===== src/rtl/overlay_pkg.sv =====
// Shared types and colour helpers for the overlay pixel path.
// Colours are 6 bits: 2 bits each for R, G, B, from MSB to LSB.
package overlay_pkg;

  typedef enum logic [2:0] {
    ST_OFF      = 3'd0,
    ST_FADE_IN  = 3'd1,
    ST_HOLD     = 3'd2,
    ST_BLINK    = 3'd3,
    ST_FADE_OUT = 3'd4
  } seq_state_e;

  localparam logic [5:0] COLOR_BLACK = '0;

  localparam int unsigned CH_W  = 2;
  localparam int unsigned R_LSB = 4;
  localparam int unsigned G_LSB = 2;
  localparam int unsigned B_LSB = 0;

  // Subtract (3 - level) from one channel and stop at zero.
  function automatic logic [1:0] dim_channel(input logic [1:0] c, input logic [1:0] level);
    logic [1:0] sub;
    sub = 2'd3 - level;
    return (c > sub) ? (c - sub) : 2'd0;
  endfunction

endpackage


===== src/rtl/rgb_dimmer.sv =====
// Combinational per-channel dimmer: level 3 passes colour through, level 0 gives black.
module rgb_dimmer
  import overlay_pkg::*;
(
  input  logic [5:0] rgb_i,
  input  logic [1:0] level_i,
  output logic [5:0] rgb_o
);

  always_comb begin
    rgb_o = COLOR_BLACK;
    rgb_o[R_LSB +: CH_W] = dim_channel(rgb_i[R_LSB +: CH_W], level_i);
    rgb_o[G_LSB +: CH_W] = dim_channel(rgb_i[G_LSB +: CH_W], level_i);
    rgb_o[B_LSB +: CH_W] = dim_channel(rgb_i[B_LSB +: CH_W], level_i);
  end

endmodule


===== src/rtl/overlay_sequencer.sv =====
// Frame-synchronous emblem sequencer (OFF/FADE_IN/HOLD/BLINK/FADE_OUT) and pixel arbiter.
// All sequencing advances only on the registered vsync falling-edge tick.
module overlay_sequencer
  import overlay_pkg::*;
#(
  parameter int unsigned OFF_FRAMES       = 60,
  parameter int unsigned FADE_STEP_FRAMES = 8,
  parameter int unsigned HOLD_FRAMES      = 120,
  parameter int unsigned BLINK_HALF       = 16,
  parameter int unsigned BLINK_COUNT      = 3
) (
  input  logic       clk,
  input  logic       rst,
  input  logic       vsync,
  input  logic       enable,
  input  logic       active,
  input  logic       emblem_draw,
  input  logic [5:0] emblem_rgb,
  input  logic       text_draw,
  input  logic [5:0] text_rgb,
  input  logic [5:0] bg_rgb,
  output logic [5:0] rgb_out,
  output logic [2:0] state_out,
  output logic [1:0] level_out,
  output logic       frame_tick
);

  localparam logic [7:0] OFF_LAST   = 8'(OFF_FRAMES - 1);
  localparam logic [7:0] STEP_LAST  = 8'(FADE_STEP_FRAMES - 1);
  localparam logic [7:0] HOLD_LAST  = 8'(HOLD_FRAMES - 1);
  localparam logic [7:0] HALF_LAST  = 8'(BLINK_HALF - 1);
  localparam logic [7:0] BLINK_LAST = 8'(BLINK_COUNT - 1);

  seq_state_e state_q, state_d;
  logic [1:0] level_q, level_d;
  logic [7:0] cnt_q, cnt_d;
  logic [7:0] blink_q, blink_d;
  logic       hidden_q, hidden_d;
  logic       vsync_q;
  logic       tick_q;
  logic [5:0] rgb_q, rgb_d;
  logic [5:0] dim_rgb;
  logic       emblem_vis;
  logic       abort;

  rgb_dimmer u_dimmer (
    .rgb_i   (emblem_rgb),
    .level_i (level_q),
    .rgb_o   (dim_rgb)
  );

  always_ff @(posedge clk) begin
    if (rst) begin
      state_q  <= ST_OFF;
      level_q  <= '0;
      cnt_q    <= '0;
      blink_q  <= '0;
      hidden_q <= 1'b0;
      vsync_q  <= 1'b1;
      tick_q   <= 1'b0;
      rgb_q    <= COLOR_BLACK;
    end else begin
      state_q  <= state_d;
      level_q  <= level_d;
      cnt_q    <= cnt_d;
      blink_q  <= blink_d;
      hidden_q <= hidden_d;
      vsync_q  <= vsync;
      tick_q   <= vsync_q & ~vsync;
      rgb_q    <= rgb_d;
    end
  end

  assign abort = ~enable & ((state_q == ST_FADE_IN) | (state_q == ST_HOLD) | (state_q == ST_BLINK));

  always_comb begin
    state_d  = state_q;
    level_d  = level_q;
    cnt_d    = cnt_q;
    blink_d  = blink_q;
    hidden_d = hidden_q;
    if (tick_q) begin
      cnt_d = cnt_q + 8'd1;
      // A dropped enable overrides any step that would fall on the same tick.
      if (abort) begin
        state_d  = (level_q == 2'd0) ? ST_OFF : ST_FADE_OUT;
        cnt_d    = '0;
        hidden_d = 1'b0;
      end else begin
        unique case (state_q)
          ST_OFF: begin
            level_d = '0;
            if (!enable) begin
              cnt_d = '0;
            end else if (cnt_q == OFF_LAST) begin
              state_d = ST_FADE_IN;
              level_d = 2'd1;
              cnt_d   = '0;
            end
          end
          ST_FADE_IN: begin
            if (cnt_q == STEP_LAST) begin
              cnt_d = '0;
              if (level_q == 2'd3) state_d = ST_HOLD;
              else                 level_d = level_q + 2'd1;
            end
          end
          ST_HOLD: begin
            if (cnt_q == HOLD_LAST) begin
              state_d  = ST_BLINK;
              cnt_d    = '0;
              blink_d  = '0;
              hidden_d = 1'b0;
            end
          end
          ST_BLINK: begin
            if (cnt_q == HALF_LAST) begin
              cnt_d = '0;
              if (!hidden_q) begin
                hidden_d = 1'b1;
              end else begin
                hidden_d = 1'b0;
                if (blink_q == BLINK_LAST) state_d = ST_FADE_OUT;
                else                       blink_d = blink_q + 8'd1;
              end
            end
          end
          ST_FADE_OUT: begin
            if (cnt_q == STEP_LAST) begin
              cnt_d = '0;
              if (level_q == 2'd0) state_d = ST_OFF;
              else                 level_d = level_q - 2'd1;
            end
          end
          default: begin
            state_d = ST_OFF;
            level_d = '0;
            cnt_d   = '0;
          end
        endcase
      end
    end
  end

  always_comb begin
    emblem_vis = emblem_draw & (state_q != ST_OFF) & ~((state_q == ST_BLINK) & hidden_q);
    rgb_d      = bg_rgb;
    if (!active)         rgb_d = COLOR_BLACK;
    else if (text_draw)  rgb_d = text_rgb;
    else if (emblem_vis) rgb_d = dim_rgb;
  end

  assign rgb_out    = rgb_q;
  assign state_out  = state_q;
  assign level_out  = level_q;
  assign frame_tick = tick_q;

endmodule


===== config.mk =====
export PLATFORM = sky130hd
export DESIGN_NAME = overlay_sequencer
export DESIGN_NICKNAME = d
export VERILOG_FILES = /design/src/rtl/overlay_pkg.sv /design/src/rtl/rgb_dimmer.sv /design/src/rtl/overlay_sequencer.sv
export SDC_FILE = /design/constraint.sdc
export NUM_CORES = 1
export LEC_CHECK = 0
export BUFFER_PORTS_ARGS = -buffer_cell sky130_fd_sc_hd__clkbuf_2
export CAP_MARGIN = 5
export CELL_PAD_IN_SITES_DETAIL_PLACEMENT = 1
export CELL_PAD_IN_SITES_GLOBAL_PLACEMENT = 1
export CORE_ASPECT_RATIO = 0.75
export CORE_UTILIZATION = 40
export CTS_BUF_LIST = sky130_fd_sc_hd__clkbuf_4 sky130_fd_sc_hd__clkbuf_8 sky130_fd_sc_hd__clkbuf_16
export DETAILED_ROUTE_END_ITERATION = 8
export PLACE_DENSITY_LB_ADDON = 0.1
export SLEW_MARGIN = 10
export SYNTH_ARGS = -nofsm -noshare
export SYNTH_HDL_FRONTEND = slang
export SYNTH_SLANG_ARGS = --single-unit

===== constraint.sdc =====
create_clock -name clk -period 3.3 [get_ports clk]
set_input_delay 0.66 -clock clk [delete_from_list [all_inputs] [get_ports clk]]
set_output_delay 0.66 -clock clk [all_outputs]
set_load 0.02 [all_outputs]

==> results_dict.tcl <==
set metrics [dict create \
    finalCriticalPeriod_ns 2.47 \
    die-height_microns 61.9 \
    wl_per_cell_microns 15.2 \
    drive_gt1_share_pct 22.1 \
    cts-root-buf "clkbuf_8" \
    gr-total-overflow 0 \
    synthCells 233 \
    cts_setup_buffers 0 \
    drt_wl_total_microns 5010 \
    syn_area_per_cell_sq_um 8.22 \
    r2r_start "cnt_q[0]$_SDFFE_PP0P_" \
    synthTopCellsByArea "dfxtp_1 31%, ha_1 5.9%, nor2_1 5.7%" \
    post-place-cells 321 \
    leakage_nw 0.935 \
    critPathCaptureType "flip-flop" \
    drtAntennaViolNets 0 \
    finalCritPeriodShare_pct 74.8 \
    yosysSeqAreaShare_pct 31.4 \
    maxSlewHeadroom_pct 57.7 \
    synth_seq_cells 30 \
    vdd_drop_max_v 0.000178 \
    fin_tns_setup_ns 0 \
    fmax_mhz 405 \
    core-area_sq_um 4520 \
    yosys.area.top_type "dfxtp_1" \
    cp_max_fo 8 \
    worstPathArrival_ns 2.64 \
    dr.pass1.iters 4 \
    ctsHoldBuffers 0 \
    powerDensity_nw_per_um2 339 \
    cts_tree "built" \
    insertedDiodeCount 0 \
    criticalPathCategory "reg -> reg" \
    status "finished, final reports clean" \
    clkSinkCount 30 \
    drv_slew 0 \
    yosysUniqueCellTypes 46 \
    top_layer "met4" \
    io_buffer_count 36 \
    drt_iter0_drc 72 \
    gp_congestion 0.797 \
    area_growth_pct 17.8 \
    viasPerCell 5.43 \
    htreeDepth 2 \
    hold_class "reg -> reg" \
    synth_flop_cell "dfxtp_1" \
    ys_warn_count 0 \
    finalNonFillerCells 329 \
    syn_area_sq_um 1910 \
    postCtsResizedCells 0 \
    hold_viol 0 \
    startpoint "cnt_q[0]$_SDFFE_PP0P_" \
    grt_pass1_vias 1729 \
    dieArea_sq_um 5070 \
    final_nets 308 \
    crit_path_start_kind "flip-flop" \
    numCtsBuffers 5 \
    antenna_found_initial 0 \
    worst_pin_slew_ns 0.633 \
    row_count 21 \
    grt_max_degree 20 \
    track_usage_pct 22.0 \
    hold_start "vsync_q$_SDFF_PP1_" \
    netlist.area_leader.share_pct 31.4 \
    vias 1787 \
    worst_ep_required_time_ns 3.48 \
    clk_pin_slew_worst_paths_ns 0.07 \
    syn_nets 270 \
    wl_met1_microns 2610 \
    num_io_pins 37 \
    rsz0062_at_grt "false" \
    dpl.hpwl_microns 3780 \
    wl_met2_microns 2190 \
    setup_viol 0 \
    dr_wl_met3_microns 156 \
    synthArstFlopShare_pct 0 \
    start_util_pct 42.4 \
    clock_latency_ns 0.28 \
    clockBufferDepth 2 \
    fin_worst_skew_ns 0.00767 \
    drcViolationCount 0 \
    grt_pass1_wl_microns 8280 \
    synth_edf_count 0 \
    dieWidth_microns 81.9 \
    cap_violations 0 \
]
where the power goes:
group	leakage [nW]	internal [mW]	switching, mW
registers	0.243	0.367	0.00297
clock network	0.0472	0.168	0.155
logic	0.645	0.0325	0.0406
worst max-delay path: stages, from the launching register on:
cell	delay, ns
dfxtp_1	0.37
ha_1	0.24
or3b_2	0.45
or4_4	0.47
a32oi_1	0.30
a211oi_1	0.13
buf_4	0.18
a21oi_1	0.14
o21ai_0	0.08
cells by family (layout without fill, tap and decap cells):
| group | after synthesis | count (layout) | share of synthesized area [%] |
|---|---|---|---|
| adders and majority gates | 12 | 12 | 9.02 |
| AOI/OAI and AO/OA | 45 | 45 | 16.4 |
| DFF | 30 | 30 | 31.4 |
| muxes | 16 | 16 | 8.76 |
| buffers and inverters | 25 | 64 | 4.97 |
| and+or+nand+nor | 94 | 94 | 24.4 |
| xor gates and xnor gates | 11 | 11 | 5.03 |
layout by cell type, fill, tap and decap left out, types with 3 or more instances in the layout:
cell / netlist / final
buf_4: 0 / 4
a311oi_1: 3 / 3
xnor2_1: 4 / 4
fa_1: 3 / 3
nand4_1: 6 / 6
inv_1: 16 / 16
ha_1: 9 / 9
clkbuf_2: 0 / 36
a211oi_1: 3 / 3
xor2_1: 7 / 7
nand3_1: 10 / 10
nor2_1: 29 / 29
and3_1: 3 / 3
o21ai_0: 9 / 9
dfxtp_1: 30 / 30
nor2b_1: 6 / 6
a21oi_1: 15 / 15
mux2i_1: 10 / 10
clkbuf_8: 0 / 6
nand2_1: 22 / 22
mux2_2: 6 / 6
synth_stat cells (all sizes together), types with 6 or more instances:
cell type	count
a21oi	15
clkbuf	8
dfxtp	30
ha	9
inv	16
mux2	6
mux2i	10
nand2	22
nand3	10
nand4	6
nor2	29
nor2b	6
o21ai	9
xor2	7
metrics by stage:
step	total power [mW]	worst slack [ns]	util (%)	cell area [sq um]	hold slack, ns
global placement	0.449	0.888	47.8	2160	0.395
floorplan	0.420	0.995	-	1910	0.392
finish	0.766	0.832	49.9	2260	0.419
global route	0.801	0.634	49.9	2260	0.474
CTS	0.775	0.815	49.9	2260	0.419
detailed placement	0.452	0.864	47.8	2160	0.409
final timing paths:
| path | end | slack, ns | depth (start not counted) |
|---|---|---|---|
| setup / recovery | cnt_q[4]$_SDFFE_PP0P_ | 0.83 | 8 |
| hold / removal | frame_tick$_SDFF_PP0_ | 0.42 | 2 |
| setup reg to reg | cnt_q[4]$_SDFFE_PP0P_ | 0.83 | 8 |
| hold reg to reg | frame_tick$_SDFF_PP0_ | 0.42 | 2 |
state kept, by name, indices dropped and copies added, names as in the netlist:
name        count
state_out       3
cnt_q           8
level_out       2
frame_tick      1
rgb_out         6
blink_q         8
hidden_q        1
vsync_q         1
area by class of cell:
cell class	instances	area (sq um)
fill	577	2260
multi-input combinational	178	1220
sequential	30	601
timing repair buffer	40	210
clock buffer	6	82.6
tap	57	71.3
inverter	16	60.1
clock inverter	2	12.5
layer usage:
metal  track usage (%)  vias to the layer above
met5                 0                        -
met4              6.77                        0
met3              4.96                        7
met2              34.7                       31
met1              30.1                      851
li1                  -                      898
(Power assumes the default switching activity.)
